===== config.mk =====
export PLATFORM = sky130hd
export DESIGN_NAME = rvc_expand_stage
export DESIGN_NICKNAME = d
export VERILOG_FILES = /design/src/rtl/rv32c_pkg.sv /design/src/rtl/rvc_expander.sv /design/src/rtl/rvc_expand_stage.sv
export SDC_FILE = /design/constraint.sdc
export NUM_CORES = 1
export LEC_CHECK = 0
export ABC_AREA = 1
export ABC_CLOCK_PERIOD_IN_PS = 5070
export BUFFER_PORTS_ARGS = -buffer_cell sky130_fd_sc_hd__buf_2
export CORE_MARGIN = 2
export CORE_UTILIZATION = 50
export CTS_BUF_LIST = sky130_fd_sc_hd__clkbuf_4
export CTS_CLUSTER_DIAMETER = 150
export DETAILED_ROUTE_END_ITERATION = 8
export GPL_ROUTABILITY_DRIVEN = 0
export PLACE_DENSITY = 0.8
export SKIP_LAST_GASP = 1
export SYNTH_ARGS = -nofsm -noshare
export SYNTH_HDL_FRONTEND = slang
export SYNTH_SLANG_ARGS = --single-unit

===== constraint.sdc =====
create_clock -name clk -period 5.07 [get_ports clk]
set_input_delay 1.014 -clock clk [delete_from_list [all_inputs] [get_ports clk]]
set_output_delay 1.014 -clock clk [all_outputs]
set_load 0.01 [all_outputs]

===== src/rtl/rv32c_pkg.sv =====
// rv32c_pkg: shared RV32 opcode, register and quadrant constants plus the expander result type.
package rv32c_pkg;

    localparam logic [6:0] OP_IMM   = 7'b0010011;
    localparam logic [6:0] OP       = 7'b0110011;
    localparam logic [6:0] LOAD     = 7'b0000011;
    localparam logic [6:0] STORE    = 7'b0100011;
    localparam logic [6:0] BRANCH   = 7'b1100011;
    localparam logic [6:0] JAL      = 7'b1101111;
    localparam logic [6:0] JALR     = 7'b1100111;
    localparam logic [6:0] LUI      = 7'b0110111;
    localparam logic [6:0] SYSTEM   = 7'b1110011;
    localparam logic [6:0] LOAD_FP  = 7'b0000111;
    localparam logic [6:0] STORE_FP = 7'b0100111;

    localparam logic [1:0] Q0 = 2'b00;
    localparam logic [1:0] Q1 = 2'b01;
    localparam logic [1:0] Q2 = 2'b10;
    localparam logic [1:0] Q3 = 2'b11;

    localparam logic [4:0] X0 = 5'd0;
    localparam logic [4:0] X1 = 5'd1;
    localparam logic [4:0] X2 = 5'd2;

    typedef struct packed {
        logic [31:0] inst;
        logic        illegal;
    } expand_result_t;

endpackage


===== src/rtl/rvc_expander.sv =====
// rvc_expander: combinational RV32C to RV32I expansion.
//   c   : 16-bit compressed encoding (quadrant 3 is not expanded here)
//   res : expanded word and illegal flag; illegal words carry the raw 16 bits zero-extended
module rvc_expander
    import rv32c_pkg::*;
#(
    parameter bit SUPPORT_F = 1'b0
)(
    input  logic [15:0]    c,
    output expand_result_t res
);

    logic [4:0]  rd, rs2, rdp, rs1p;
    logic [11:0] imm_ci;
    logic [9:0]  ciw_imm, sp16_imm;
    logic [6:0]  lw_imm;
    logic [7:0]  ld_imm, lwsp_imm, swsp_imm;
    logic [8:0]  ldsp_imm, sdsp_imm;
    logic [20:1] j_imm;
    logic [12:1] b_imm;
    logic [2:0]  alu_f3;
    logic [31:0] inst;
    logic        ill;

    assign rd       = c[11:7];
    assign rs2      = c[6:2];
    assign rdp      = {2'b01, c[4:2]};
    assign rs1p     = {2'b01, c[9:7]};
    assign imm_ci   = {{7{c[12]}}, c[6:2]};
    assign ciw_imm  = {c[10:7], c[12:11], c[5], c[6], 2'b00};
    assign sp16_imm = {c[12], c[4:3], c[5], c[2], c[6], 4'b0000};
    assign lw_imm   = {c[5], c[12:10], c[6], 2'b00};
    assign ld_imm   = {c[6:5], c[12:10], 3'b000};
    assign lwsp_imm = {c[3:2], c[12], c[6:4], 2'b00};
    assign ldsp_imm = {c[4:2], c[12], c[6:5], 3'b000};
    assign swsp_imm = {c[8:7], c[12:9], 2'b00};
    assign sdsp_imm = {c[9:7], c[12:10], 3'b000};
    assign j_imm    = {{9{c[12]}}, c[12], c[8], c[10:9], c[6], c[7], c[2], c[11], c[5:3]};
    assign b_imm    = {{4{c[12]}}, c[12], c[6:5], c[2], c[11:10], c[4:3]};
    assign alu_f3   = c[6:5] == 2'b00 ? 3'b000 : c[6:5] == 2'b01 ? 3'b100 : c[6:5] == 2'b10 ? 3'b110 : 3'b111;

    always_comb begin
        inst = {16'h0000, c};
        ill  = 1'b0;
        case ({c[15:13], c[1:0]})
            {3'b000, Q0}: begin
                inst = {2'b00, ciw_imm, X2, 3'b000, rdp, OP_IMM};
                ill  = ciw_imm == 10'd0;
            end
            {3'b001, Q0}: begin
                inst = {4'b0000, ld_imm, rs1p, 3'b011, rdp, LOAD_FP};
                ill  = !SUPPORT_F;
            end
            {3'b010, Q0}: inst = {5'b00000, lw_imm, rs1p, 3'b010, rdp, LOAD};
            {3'b011, Q0}: begin
                inst = {5'b00000, lw_imm, rs1p, 3'b010, rdp, LOAD_FP};
                ill  = !SUPPORT_F;
            end
            {3'b101, Q0}: begin
                inst = {4'b0000, ld_imm[7:5], rdp, rs1p, 3'b011, ld_imm[4:0], STORE_FP};
                ill  = !SUPPORT_F;
            end
            {3'b110, Q0}: inst = {5'b00000, lw_imm[6:5], rdp, rs1p, 3'b010, lw_imm[4:0], STORE};
            {3'b111, Q0}: begin
                inst = {5'b00000, lw_imm[6:5], rdp, rs1p, 3'b010, lw_imm[4:0], STORE_FP};
                ill  = !SUPPORT_F;
            end
            {3'b000, Q1}: inst = {imm_ci, rd, 3'b000, rd, OP_IMM};
            {3'b001, Q1}: inst = {j_imm[20], j_imm[10:1], j_imm[11], j_imm[19:12], X1, JAL};
            {3'b010, Q1}: inst = {imm_ci, X0, 3'b000, rd, OP_IMM};
            {3'b011, Q1}: begin
                // rd=x2 selects C.ADDI16SP, any other rd is C.LUI
                inst = rd == X2 ? {{2{c[12]}}, sp16_imm, X2, 3'b000, X2, OP_IMM}
                                : {{14{c[12]}}, c[12], c[6:2], rd, LUI};
                ill  = rd == X2 ? sp16_imm == 10'd0 : {c[12], c[6:2]} == 6'd0;
            end
            {3'b100, Q1}: begin
                // c[12] is shamt[5] for the shifts and selects the RV64-only forms in the ALU group
                inst = !c[11] ? {1'b0, c[10], 5'b00000, c[6:2], rs1p, 3'b101, rs1p, OP_IMM}
                     : !c[10] ? {imm_ci, rs1p, 3'b111, rs1p, OP_IMM}
                     : {1'b0, c[6:5] == 2'b00, 5'b00000, rdp, rs1p, alu_f3, rs1p, OP};
                ill  = c[11] ? c[10] & c[12] : c[12];
            end
            {3'b101, Q1}: inst = {j_imm[20], j_imm[10:1], j_imm[11], j_imm[19:12], X0, JAL};
            {3'b110, Q1}: inst = {b_imm[12], b_imm[10:5], X0, rs1p, 3'b000, b_imm[4:1], b_imm[11], BRANCH};
            {3'b111, Q1}: inst = {b_imm[12], b_imm[10:5], X0, rs1p, 3'b001, b_imm[4:1], b_imm[11], BRANCH};
            {3'b000, Q2}: begin
                inst = {7'b0000000, c[6:2], rd, 3'b001, rd, OP_IMM};
                ill  = c[12];
            end
            {3'b001, Q2}: begin
                inst = {3'b000, ldsp_imm, X2, 3'b011, rd, LOAD_FP};
                ill  = !SUPPORT_F;
            end
            {3'b010, Q2}: begin
                inst = {4'b0000, lwsp_imm, X2, 3'b010, rd, LOAD};
                ill  = rd == X0;
            end
            {3'b011, Q2}: begin
                inst = {4'b0000, lwsp_imm, X2, 3'b010, rd, LOAD_FP};
                ill  = !SUPPORT_F;
            end
            {3'b100, Q2}: begin
                // c[12]=0: C.JR / C.MV; c[12]=1: C.EBREAK / C.JALR / C.ADD
                inst = !c[12] ? (rs2 == X0 ? {12'd0, rd, 3'b000, X0, JALR} : {7'd0, rs2, X0, 3'b000, rd, OP})
                     : rs2 != X0 ? {7'd0, rs2, rd, 3'b000, rd, OP}
                     : rd == X0 ? {12'd1, X0, 3'b000, X0, SYSTEM}
                     : {12'd0, rd, 3'b000, X1, JALR};
                ill  = !c[12] & rs2 == X0 & rd == X0;
            end
            {3'b101, Q2}: begin
                inst = {3'b000, sdsp_imm[8:5], rs2, X2, 3'b011, sdsp_imm[4:0], STORE_FP};
                ill  = !SUPPORT_F;
            end
            {3'b110, Q2}: inst = {4'b0000, swsp_imm[7:5], rs2, X2, 3'b010, swsp_imm[4:0], STORE};
            {3'b111, Q2}: begin
                inst = {4'b0000, swsp_imm[7:5], rs2, X2, 3'b010, swsp_imm[4:0], STORE_FP};
                ill  = !SUPPORT_F;
            end
            default: ill = 1'b1;
        endcase
    end

    assign res.inst    = ill ? {16'h0000, c} : inst;
    assign res.illegal = ill;

endmodule


===== src/rtl/rvc_expand_stage.sv =====
// rvc_expand_stage: RV32C expansion stage with a 2-entry skid buffer between fetch and decode.
//   clk, rst                     : clock, asynchronous active-high reset
//   in_valid/in_ready/in_inst/in_pc : fetch side handshake and instruction
//   flush                        : drop all held entries and the beat offered this cycle
//   out_valid/out_ready          : decode side handshake
//   out_inst/out_pc              : expanded instruction and its PC
//   out_compressed/out_illegal   : original length was 16 bits / illegal compressed encoding
module rvc_expand_stage
    import rv32c_pkg::*;
#(
    parameter bit SUPPORT_F = 1'b0,
    parameter int PC_W      = 32
)(
    input  logic            clk,
    input  logic            rst,
    input  logic            in_valid,
    output logic            in_ready,
    input  logic [31:0]     in_inst,
    input  logic [PC_W-1:0] in_pc,
    input  logic            flush,
    output logic            out_valid,
    input  logic            out_ready,
    output logic [31:0]     out_inst,
    output logic [PC_W-1:0] out_pc,
    output logic            out_compressed,
    output logic            out_illegal
);

    // entry layout: {inst, pc, compressed, illegal}
    localparam int EW = 32 + PC_W + 2;

    expand_result_t exp_res;
    logic           in_comp, acc, pop;
    logic [EW-1:0]  in_e, main_d, main_q, skid_d, skid_q;
    logic           main_valid_d, main_valid_q, skid_valid_d, skid_valid_q;

    rvc_expander #(.SUPPORT_F(SUPPORT_F)) u_expander (
        .c   (in_inst[15:0]),
        .res (exp_res)
    );

    assign in_comp = in_inst[1:0] != 2'b11;
    assign in_e    = {in_comp ? exp_res.inst : in_inst, in_pc, in_comp, in_comp & exp_res.illegal};
    assign acc     = in_valid & ~skid_valid_q & ~flush;
    assign pop     = ~main_valid_q | out_ready;

    // in_ready is low whenever the skid is full, so an accept only ever lands
    // in main (main free, skid empty) or in the skid (main held)
    always_comb begin
        main_valid_d = main_valid_q;
        skid_valid_d = skid_valid_q;
        main_d       = main_q;
        skid_d       = skid_q;
        if (flush) begin
            main_valid_d = 1'b0;
            skid_valid_d = 1'b0;
        end else if (pop) begin
            main_valid_d = skid_valid_q | acc;
            main_d       = skid_valid_q ? skid_q : acc ? in_e : main_q;
            skid_valid_d = 1'b0;
        end else if (acc) begin
            skid_valid_d = 1'b1;
            skid_d       = in_e;
        end
    end

    always_ff @(posedge clk or posedge rst) begin
        if (rst) begin
            main_valid_q <= 1'b0;
            skid_valid_q <= 1'b0;
            main_q       <= '0;
            skid_q       <= '0;
        end else begin
            main_valid_q <= main_valid_d;
            skid_valid_q <= skid_valid_d;
            main_q       <= main_d;
            skid_q       <= skid_d;
        end
    end

    assign in_ready  = ~skid_valid_q;
    assign out_valid = main_valid_q;
    assign {out_inst, out_pc, out_compressed, out_illegal} = main_q;

endmodule


# After elaboration in Yosys (flattened, before gate mapping)
# Index checks and enable logic that the tools add are counted.
[classes]
reduce_logical = 15
eq_ne = 26
bitwise_logic = 12
muxes = 23
[op_table]
columns = ["cell", "count"]
rows = [
  ["32-bit one-hot mux with 23 select lines", 1],
  ["32-bit two-way mux", 6],
  ["66-bit two-way mux", 2],
  ["5-bit == test (second input constant)", 11],
  ["5-bit by 4-bit == test with 1-bit output (second input constant)", 6],
  ["29-bit two-way mux", 1],
  ["25-bit two-way mux", 1],
  ["21-bit two-way mux", 1],
  ["10-bit logical NOT", 2],
  ["5-bit by 3-bit == test with 1-bit output (second input constant)", 3],
  ["5-bit logical NOT", 3],
  ["5-bit by 2-bit == test with 1-bit output (second input constant)", 2],
  ["9-bit OR reduction", 1],
  ["1-bit two-way mux", 8],
  ["1-bit one-hot mux with 7 select lines", 1],
  ["1-bit AND", 6],
  ["6-bit logical NOT", 1],
  ["3-bit two-way mux", 2],
  ["3-bit AND reduction", 2],
  ["5-bit by 1-bit == test with 1-bit output (second input constant)", 1],
  ["5-bit nonzero test", 1],
  ["1-bit NOT", 4],
  ["2-bit nonzero test", 2],
  ["3-bit nonzero test", 1],
  ["6 further kinds", 7],
]
[word_totals]
regBits = 134

# Logic depth before layout (Yosys ltp)
# Gate-level depths: netlist of the first run.
[depth]
word_depth = 11
mapped_depth = 16
ltp_nobuf = 15

# Cells and area by module
# A second synthesis of the first run with hierarchy kept.
[hier_totals]
hier_cells = 1146
hier_area_um2 = 7916.3
[by_module_without_submodules]
columns = ["mod", "cells_per_inst", "seq_area_each_um2", "instances", "area_per_inst_um2"]
rows = [
  ["rvc_expand_stage", 824, 3353.2, 1, 6322.3],
  ["rvc_expander", 322, 0.0, 1, 1594.0],
]

# Worst setup path after synthesis of the first run
# Ideal clock, no wire load.
[synth_timing]
path_type = "in2reg"
startpoint = "in in_inst[13]"
endpoint = "reg main_q[43]"
setup_ns = 0.116
setup_slack_ns = 2.621
t_required_ns = 4.954
cell_stages = 14
n_path_buf = 2
arrival_time_ns = 2.332
cell_sequence = "buf_2 nor2_4 nand3_2 nand2_1 nor2_1 nand3_2 nand2_2 nor2_4 buf_6 nand3_1 nand2_1 nand2_1 nand2_1 nand2_1"
[synth_between]
elab_chain_cells = 7
elab_cells_between_ends = 30
classes_between = "eq/ne: 22; mux: 6; reduce/logical: 2"
[synth_rtl]
columns = ["item", "line", "text"]
rows = [
  ["from (decl)", "rvc_expand_stage.sv:18", "input logic [31:0] in_inst,"],
  ["5-bit by 4-bit == test with 1-bit output, or another cell as far along", "rvc_expander.sv:45", "case ({c[15:13], c[1:0]})"],
  ["9-bit OR reduction (no line)", "n/a", ""],
  ["1-bit one-hot mux with 7 select lines", "rvc_expander.sv:45", ""],
  ["32-bit two-way mux (*)", "rvc_expander.sv:124", "assign res.inst = ill ? {16'h0000, c} : inst;"],
  ["32-bit two-way mux (*)", "rvc_expand_stage.sv:43", "assign in_e = {in_comp ? exp_res.inst : in_inst, in_pc, in_comp, in_comp & exp_res.illegal};"],
  ["66-bit two-way mux (*) (2 in a row)", "rvc_expand_stage.sv:59", "main_d = skid_valid_q ? skid_q : acc ? in_e : main_q;"],
  ["to (signal assigned)", "rvc_expand_stage.sv:76", "main_q <= main_d;"],
  ["to (decl)", "rvc_expand_stage.sv:34", "logic [EW-1:0] in_e, main_d, main_q, skid_d, skid_q;"],
]
# Mark *: on every way between the ends. The rest lies on a longest branch, timed or not. The select of a mux whose other input is x is not followed.
# A chain may end at the register's enable or synchronous reset.

# Worst setup path in the final report of the first run
[layout_timing]
startpoint = "reg skid_valid_q"
endpoint = "out in_ready"
[layout_between]
elab_chain_cells = 1
[layout_rtl]
columns = ["item", "line", "text"]
rows = [
  ["from (decl)", "rvc_expand_stage.sv:35", "logic main_valid_d, main_valid_q, skid_valid_d, skid_valid_q;"],
  ["from (signal assigned)", "rvc_expand_stage.sv:75", "skid_valid_q <= skid_valid_d;"],
  ["1-bit NOT", "rvc_expand_stage.sv:81", "assign in_ready = ~skid_valid_q;"],
  ["to (decl)", "rvc_expand_stage.sv:17", "output logic in_ready,"],
]
# No other way between the ends.

==> out/qor.txt, run 1 <==
status = finished, final reports clean
io pins = 137
fin crit share = 0.731
worst slack at placement = 1780 ps
synth warn = 0
Fin Setup TNS = 0 ps
vias per cell = 5.58
post-CTS setup repair buffer count = 0
unrepaired setup endpoints after global routing = false
global-route usage over all layers = 0.262
cts bufs inserted = 17
Main synth FF type = dfrtp_1
critical path type = reg2out
CTS tree = yes
DR WL/cell = 15.2 um
crit path max-delay cell type = clkinv_2
Power Density = 326 nW/um2
DP Cell Count = 1,351
# fillers = 1,431
vias in the first global route = 7,031
synthesized area per cell = 7.02 um2
setup violators final = 0
die width = 127 um
maximum root-to-sink buffer count = 2
total power draw = 2.79 mW
Setup crit end = in_ready
DR iter-0 viols = 928
total gr overflow = 0
hold buffer count at CTS = 0
WL final = 21,000 um
die area = 16,200 um2
Cell Rows = 45
CTS resizes = 0
crit-path max FO = 69
final instance area = 8560 um2
R2R setup slack = 1870 ps
Fmax achieved = 270 MHz
DR pass1 iterations = 6
cell count after synthesis = 1,081
asr flop ratio synth = 1.00
Worst Setup SP = skid_valid_q
Vias = 7,705
Post-Syn Area = 7590 um2
Slew Limit Headroom = 0.324
final cell count without fillers = 1,382
dominant cell type by area after synthesis = dfrtp_1
VDD IR max = 0.133 mV
worst path required time = 4060 ps
Core Area = 15,000 um2
share of cells above drive strength 1 = 0.174
unique cell type count in the Yosys netlist = 36
Crit Reg-Reg Endpoint = skid_q[36]
Remaining DRCs = 0
Syn Nets = 1,150
max_cap viols = 0
Synth top area share = 0.442
worst reg2reg path depth = 6
H-tree depth = 4
max-slew violation count = 0
min-delay worst type = reg2reg
Clk Latency, worst-skew pair = 530 ps
crit-path cells = clkinv_2, buf_2
antenna viol nets, final = 0
Synth area leaders = dfrtp_1 44%, nand2_1 18%, o21ai_0 8.8%, nor2_1 5.2%, nand3_1 4.3%
largest net degree at the start of global routing = 112
die height = 127 um
Final Skew = 29.8 ps
HPWL Detailed = 14,400 um
Yosys reg bits = 134
Worst-path clk slew = 100 ps
Final min period = 3710 ps
clk sinks = 134
initial antenna violation count = 1
final worst slack = 1360 ps
Reg-to-Reg Start = skid_valid_q
P&R area growth vs syn = 12.8%
initial core utilization = 0.505
layout net count = 1,251
CP endpoint kind = primary output
CP Launch Type = register
Cell Area, Placed = 8290 um2
slew of the pin with the lowest slew margin = 1010 ps
port bufs = 136
Final Hold Viols = 0
post-synthesis sequential area ratio = 0.442
Leak = 4.75 nW
Worst path max stage delay = 880 ps
root buf cell = clkbuf_4
Worst Path Arrival = 2690 ps
first-pass GRT wire length = 34,100 um
EDFF count, synth = 0
## cell usage after synthesis (3+ instances only)
cell,count
a21oi_1,30
a31oi_1,13
buf_1,3
buf_2,3
buf_4,4
buf_6,4
clkbuf_1,45
clkinv_1,4
dfrtp_1,134
inv_1,84
inv_2,4
nand2_1,358
nand2_2,6
nand2_4,3
nand3_1,65
nand3_2,4
nand4_1,9
nor2_1,106
nor2_2,5
nor2_4,5
o211ai_1,14
o21ai_0,133
o21ai_1,29
## through the flow
step,hold slack [ps],utilization
floorplan,447,-
global placement,460,0.551
detailed placement,460,0.551
CTS,487,0.569
global route,509,0.569
finish,482,0.569
## state kept, by name, summed over array words and instances, names as in the netlist
name,cells
skid_valid_q,1
skid_q,66
main_q,66
out_valid,1
## worst max-delay path: cells and delay by family, from the launching register on
kind	cells	cell delay (ps)
buffers and inverters	2	1280
flip-flops	1	860
## worst min path at each step
| stage | to | slack [ps] | cells past startpoint | startpoint |
|---|---|---|---|---|
| after floorplan | skid_q[0] | 450 | 2 | skid_q[0] |
| after global placement | main_q[18] | 460 | 2 | main_q[18] |
| after detailed placement | main_q[54] | 460 | 2 | main_q[54] |
| after CTS | main_q[37] | 490 | 2 | main_q[37] |
| after global routing | main_q[41] | 510 | 2 | main_q[41] |
| final | main_q[37] | 480 | 2 | main_q[37] |
## power breakdown
group / switching [mW] / internal (mW) / leakage [nW]
clock: 0.395 / 0.285 / 0.137
sequential: 0.117 / 1.31 / 1.68
combinational: 0.434 / 0.253 / 2.94
## area by class of cell
type                            instances  area (um2)  area share
Clock buffer                           17         128      0.0149
Sequential cell                       134        3350       0.392
Clock inverter                         13         136      0.0159
Tap cell                              188         235      0.0275
Antenna cell                            1        2.50    0.000292
Inverter                               94         364      0.0426
Timing Repair Buffer                  141         718      0.0839
Multi-Input combinational cell        794        3620       0.423
## cells in the final DEF (no fill, tap or decap), types with 2 or more instances in the layout
cell type,synthesis,routed
nand2_4,3,4
clkinv_4,0,4
bufinv_16,0,2
nand2_1,358,357
nor2_2,5,5
o211ai_1,14,14
clkinv_1,4,4
nor2_1,106,106
clkbuf_4,0,17
inv_1,84,83
nor3_1,2,2
inv_2,4,4
a31oi_1,13,13
o21ai_2,2,2
clkinvlp_4,0,3
nand4_1,9,9
nand2_2,6,6
inv_4,2,2
nand3_2,4,5
clkinv_2,0,4
nor2_4,5,5
o21ai_1,29,29
nand3_1,65,64
buf_4,4,5
o21ai_0,133,133
dfrtp_1,134,134
a21oi_1,30,30
buf_2,3,136
## metal layers
metal,GRT usage,vias to the layer above,part of all wire
met4,0.131,0,0.040
met2,0.392,458,0.44
li1,-,3694,-
met5,0,-,0
met1,0.363,3470,0.43
met3,0.0578,83,0.094
## cells by family after synthesis
group                  share of synthesized area
buffers and inverters                     0.0828
AO/OA/AOI/OAI                              0.161
AND/OR/NAND/NOR                            0.314
flip-flops                                 0.442
Note: power is estimated with default switching activity, not from simulation.
==> run 2: changes to the inputs <==
--- a/config.mk
+++ b/config.mk
@@ -6,7 +6,7 @@
 export NUM_CORES = 1
 export LEC_CHECK = 0
 export ABC_AREA = 1
-export ABC_CLOCK_PERIOD_IN_PS = 5070
+export ABC_CLOCK_PERIOD_IN_PS = 3200
 export BUFFER_PORTS_ARGS = -buffer_cell sky130_fd_sc_hd__buf_2
 export CORE_MARGIN = 2
 export CORE_UTILIZATION = 50
@@ -14,7 +14,7 @@
 export CTS_CLUSTER_DIAMETER = 150
 export DETAILED_ROUTE_END_ITERATION = 8
 export GPL_ROUTABILITY_DRIVEN = 0
-export PLACE_DENSITY = 0.8
+export PLACE_DENSITY = 0.83
 export SKIP_LAST_GASP = 1
 export SYNTH_ARGS = -nofsm -noshare
 export SYNTH_HDL_FRONTEND = slang
==> constraint.sdc (replaced) <==
create_clock -name clk -period 3.2 [get_ports clk]
set_input_delay 0.64 -clock clk [delete_from_list [all_inputs] [get_ports clk]]
set_output_delay 0.64 -clock clk [all_outputs]
set_load 0.01 [all_outputs]
==> run 2 against run 1 <==
  * Register-to-register slack worse by 510 ps
  * Flip-flop and latch count unchanged
  * Clock skew down 22 ps
  * Critical path type unchanged
  * Largest power group unchanged
  * Critical path depth up 1
  * Total power up 62%
  * Non-clock buffer count up 7
  * Sequential power up 58%
  * Hold slack worse by 210 ps
  * Global-route usage down 0.15 points
  * Die area unchanged
==> out/qor.txt, run 2 (same netlist as run 1, synthesis figures left out) <==
Cell Rows = 45 (unchanged)
P&R area growth vs syn = 14.1%
max_cap viols = 0 (unchanged)
HPWL Detailed = 14,400 um (-0.53%)
die height = 127 um (unchanged)
initial core utilization = 0.505 (unchanged)
Clk pwr share = 0.256 (+0.012)
Core Util, Final = 0.576 (+0.00657)
Clk Latency, worst-skew pair = 550 ps (+20 ps)
critical path type = reg2out
Final Skew = 8.27 ps (-21.6 ps)
final instance area = 8650 um2 (+1.2%)
most common cell after layout, fill and taps aside = nand2_1
antenna viol nets, final = 0 (unchanged)
buffer and inverter count on the worst path = 3 (+1)
die area = 16,200 um2 (unchanged)
hold_ws = 268 ps (-215 ps)
final worst slack = 892 ps (-470 ps)
Fin Setup TNS = 0 ps (unchanged)
port bufs = 136 (unchanged)
Worst-path clk slew = 120 ps (+20 ps)
root buf cell = clkbuf_4
largest net degree at the start of global routing = 135 (+21%)
min-delay worst type = in2async
CTS resizes = 0 (unchanged)
status = finished, final reports clean
vias in the first global route = 6,974 (-0.81%)
Core Area = 15,000 um2 (unchanged)
top flop regs = main_q (66), skid_q (66)
die width = 127 um (unchanged)
fin crit share = 0.721
global-route usage over all layers = 0.261 (-0.00146)
io pins = 137 (unchanged)
post-CTS setup repair buffer count = 0 (unchanged)
Worst path max stage delay = 430 ps (-450 ps)
DR WL/cell = 14.9 um (-2.0%)
# diodes = 0 (-1)
total gr overflow = 0 (unchanged)
Switching Fraction = 0.332 (-0.00690)
initial antenna violation count = 0 (-1)
max-slew violation count = 0 (unchanged)
worst slack at placement = 576 ps (-1200 ps)
crit path max-delay cell type = dfrtp_1
hold buffer count at CTS = 0 (unchanged)
CP endpoint kind = primary output
Power Density = 521 nW/um2 (+60%)
Leak = 4.80 nW (+1.1%)
Worst Path Arrival = 1670 ps (-1020 ps)
DR iter-0 viols = 1,085 (+17%)
unrepaired setup endpoints after global routing = false
Comb pwr share = 0.244 (-0.002)
CTS tree = yes
Fmax achieved = 433 MHz
delay-heaviest family, CP = buffers and inverters
share of cells above drive strength 1 = 0.179 (+0.00467)
# fillers = 1,397 (-2.4%)
H-tree depth = 4 (unchanged)
final cell count without fillers = 1,389 (+0.51%)
Int Pwr = 3.01 mW (+63%)
crit-path max FO = 45 (-35%)
crit-path cells = clkinv_2, buf_4, buf_2
total power draw = 4.51 mW (+62%)
DP Cell Count = 1,358 (+0.52%)
Final min period = 2310 ps
slew of the pin with the lowest slew margin = 737 ps (-278 ps)
cts bufs inserted = 17 (unchanged)
Slew Limit Headroom = 0.509 (+0.185)
setup violators final = 0 (unchanged)
layout net count = 1,258 (+0.56%)
sequential power share = 0.500 (-0.010)
CP Launch Type = register
clk sinks = 134 (unchanged)
worst path required time = 2560 ps (-1500 ps)
first-pass GRT wire length = 34,000 um (-0.14%)
Vias = 7,665 (-0.52%)
WL final = 20,700 um (-1.5%)
DR pass1 iterations = 7 (+1)
Remaining DRCs = 0 (unchanged)
maximum root-to-sink buffer count = 2 (unchanged)
VDD IR max = 0.232 mV (+74%)
Final Hold Viols = 0 (unchanged)
Psw = 1.50 mW (+58%)
vias per cell = 5.52 (-1.0%)
Cell Area, Placed = 8370 um2 (+0.92%)
commonest cells after routing, fill and taps aside = 357 x nand2_1, 136 x buf_2, 134 x dfrtp_1
==> run 2: path summary, 6_finish.rpt <==
check	to	from	slack [ps]	depth (start not counted)
setup / recovery	in_ready	skid_valid_q	890	3
hold / removal	main_q[65]	rst	270	3
setup reg to reg	main_q[20]	skid_valid_q	1360	6
hold reg to reg	main_q[63]	main_q[63]	480	2
max in group asynchronous	skid_q[40]	rst	2380	3
min in group clk	skid_q[7]	in_pc[5]	350	3
==> run 2: power groups by stage <==
stage,clock (mW),combinational [mW],sequential [mW]
detailed placement,0,1.09,2.29
finish,1.15,1.10,2.26
global route,1.26,1.25,2.31
floorplan,0,0.644,2.33
CTS,1.19,1.10,2.26
global placement,0,1.07,2.27
==> run 2: cell type report <==
| cell class | count | area [um2] | share of cell area |
|---|---|---|---|
| Multi-Input combinational cell | 794 | 3620 | 0.418 |
| Sequential cell | 134 | 3350 | 0.387 |
| Tap cell | 188 | 235 | 0.0272 |
| Clock buffer | 17 | 128 | 0.0147 |
| Clock inverter | 14 | 161 | 0.0186 |
| Inverter | 94 | 363 | 0.0419 |
| Timing Repair Buffer | 148 | 796 | 0.0919 |
==> run 2: metal layers <==
| metal | vias to the layer above | routed length, um | track usage |
|---|---|---|---|
| met4 | 0 | 884 | 0.120 |
| met5 | - | 0 | 0 |
| met1 | 3402 | 8830 | 0.367 |
| li1 | 3713 | - | - |
| met2 | 440 | 8880 | 0.389 |
| met3 | 110 | 2110 | 0.0553 |
==> run 2: worst reg2reg max path, stage by stage, from the launching register on <==
cell	delay, ps
dfrtp_1	430
nor2_1	170
nor2_1	90
nand2_4	550
buf_12	340
nand2_1	110
o21ai_0	90
==> run 3: changes to the inputs <==
--- a/config.mk
+++ b/config.mk
@@ -6,7 +6,7 @@
 export NUM_CORES = 1
 export LEC_CHECK = 0
 export ABC_AREA = 1
-export ABC_CLOCK_PERIOD_IN_PS = 3200
+export ABC_CLOCK_PERIOD_IN_PS = 2300
 export BUFFER_PORTS_ARGS = -buffer_cell sky130_fd_sc_hd__buf_2
 export CORE_MARGIN = 2
 export CORE_UTILIZATION = 50
@@ -14,7 +14,7 @@
 export CTS_CLUSTER_DIAMETER = 150
 export DETAILED_ROUTE_END_ITERATION = 8
 export GPL_ROUTABILITY_DRIVEN = 0
-export PLACE_DENSITY = 0.83
+export PLACE_DENSITY = 0.8
 export SKIP_LAST_GASP = 1
 export SYNTH_ARGS = -nofsm -noshare
 export SYNTH_HDL_FRONTEND = slang
==> constraint.sdc (replaced) <==
create_clock -name clk -period 2.3 [get_ports clk]
set_input_delay 0.46 -clock clk [delete_from_list [all_inputs] [get_ports clk]]
set_output_delay 0.46 -clock clk [all_outputs]
set_load 0.01 [all_outputs]
==> run 3 against run 2 <==
  * The run now ends with design-rule violations left
  * First-iteration DRC count fell by 9.4%
  * Cell area grew 3.0%
  * Via count grew 1.8%
  * Register-to-register slack worse by 740 ps
  * Combinational power rose by 43%
  * Sequential power grew 39%
  * Die area did not move
  * Sequential share of layout area down 1.1 points
==> out/qor.txt, run 3 (same netlist as run 1, synthesis figures left out) <==
DR pass1 iterations = 9 (+2)
most used routing layer in global routing = met2
GR Util met1 = 0.363 (-0.00323)
CTS resizes = 0 (unchanged)
CTS tree = yes
crit-path max FO = 114 (+150%)
Fmax achieved = 468 MHz
initial antenna violation count = 0 (unchanged)
violated checks = design-rule violations
total power draw = 6.46 mW (+43%)
min-delay worst type = in2async
Worst Path Arrival = 1680 ps (about the same)
global-route usage over all layers = 0.262 (+0.000864)
most common cell after layout, fill and taps aside = nand2_1
io pins = 137 (unchanged)
share of cells above drive strength 1 = 0.196 (+0.0169)
slew of the pin with the lowest slew margin = 716 ps (-21.0 ps)
antenna viol nets, final = 0 (unchanged)
root buf cell = clkbuf_4
largest net degree at the start of global routing = 115 (-15%)
Slew Limit Headroom = 0.523 (+0.0140)
max-slew violation count = 0 (unchanged)
worst reg2reg path depth = 7 (+1)
Final Skew = 14.3 ps (+6.06 ps)
unrepaired setup endpoints after global routing = false
Clk Latency, worst-skew pair = 540 ps (about the same)
Final min period = 2140 ps
WL final = 20,900 um (+1.0%)
maximum root-to-sink buffer count = 2 (unchanged)
Reg-to-Reg Start = out_valid
Cell Rows = 45 (unchanged)
hold buffer count at CTS = 0 (unchanged)
commonest cells after routing, fill and taps aside = 357 x nand2_1, 136 x buf_2, 134 x dfrtp_1
CP endpoint kind = primary output
final instance area = 8920 um2 (+3.0%)
grt met2 use = 0.389 (unchanged)
VDD IR max = 0.347 mV (+50%)
Final Hold Viols = 0 (unchanged)
max_cap viols = 0 (unchanged)
setup violators final = 0 (unchanged)
vias per cell = 5.52 (about the same)
first-pass GRT wire length = 33,900 um (-0.41%)
Setup crit end = in_ready
Worst path max stage delay = 420 ps (about the same)
DR WL/cell = 14.8 um (-0.71%)
Core Area = 15,000 um2 (unchanged)
P&R area growth vs syn = 17.5%
Core Util, Final = 0.593 (+0.0175)
GR Util met3 = 0.0595 (+0.00419)
top flop regs = main_q (66), skid_q (66)
Crit Reg-Reg Endpoint = skid_q[38]
Remaining DRCs = 27 (+27)
Leak = 4.96 nW (+3.2%)
die area = 16,200 um2 (unchanged)
H-tree depth = 4 (unchanged)
cts bufs inserted = 17 (unchanged)
hold_ws = 28.6 ps (-239 ps)
vias in the first global route = 6,954 (-0.29%)
# diodes = 0 (unchanged)
die width = 127 um (unchanged)
CP Launch Type = register
critical path type = reg2out
die height = 127 um (unchanged)
fin crit share = 0.930
Vias = 7,802 (+1.8%)
total gr overflow = 0 (unchanged)
Cell Area, Placed = 8590 um2 (+2.7%)
port bufs = 136 (unchanged)
Worst-path clk slew = 110 ps (about the same)
worst path required time = 1840 ps (-720 ps)
HPWL Detailed = 15,100 um (+5.0%)
Worst Setup SP = skid_valid_q
crit-path cells = clkinv_2, buf_12, buf_2
Power Density = 724 nW/um2 (+39%)
R2R setup slack = 620 ps (-740 ps)
DR iter-0 viols = 983 (-9.4%)
clk sinks = 134 (unchanged)
layout net count = 1,281 (+1.8%)
post-CTS setup repair buffer count = 0 (unchanged)
initial core utilization = 0.505 (unchanged)
status = complete, but fails checks
crit path max-delay cell type = dfrtp_1
# fillers = 1,382 (-1.1%)
==> run 3: per-stage QoR <==
step,setup slack (ps),instances,setup TNS [ps]
2_1_floorplan,175,1081,0
3_3_place_gp,36.6,1381,0
3_5_place_dp,-5.14,1381,-5.14
4_1_cts,132,1413,0
5_1_grt,59.7,1413,0
6_report,162,1413,0
==> run 3: worst max-delay path, delay by kind of cell, from the launching register on <==
kind / cells / cell delay (ps)
buffers and inverters: 3 / 650
DFF: 1 / 420
==> run 3: power by group <==
part	leakage (nW)	total [mW]	switching, mW	internal, mW
Clock	0.171	1.75	0.852	0.900
Sequential	1.68	3.14	0.253	2.88
Combinational	3.11	1.57	0.966	0.604
Total	4.96	6.46	2.07	4.39
==> run 3: per-layer routing <==
metal | wire length [um] | vias up | share of wire
met3 | 2200 | 125 | 0.11
met5 | 0 | - | 0
li1 | - | 3767 | -
met2 | 8990 | 489 | 0.43
met1 | 8690 | 3421 | 0.42
met4 | 1030 | 0 | 0.049
==> run 3: worst min path at each step <==
stage,startpoint,to,cells after the start
2_1_floorplan,skid_q[0],skid_q[0],2
3_3_place_gp,main_q[12],main_q[12],2
3_5_place_dp,main_q[49],main_q[49],2
4_1_cts,rst,main_q[26],3
5_1_grt,rst,main_q[55],3
6_report,rst,skid_q[28],3
==> run 3: area by class of cell <==
type / instances / area (um2) / share of cell area
inverter: 94 / 363 / 0.0407
clock inverter: 12 / 179 / 0.0201
timing repair buffer: 171 / 1020 / 0.114
multi-input combinational: 794 / 3620 / 0.406
sequential: 134 / 3350 / 0.376
clock buffer: 20 / 150 / 0.0168
tap: 188 / 235 / 0.0264
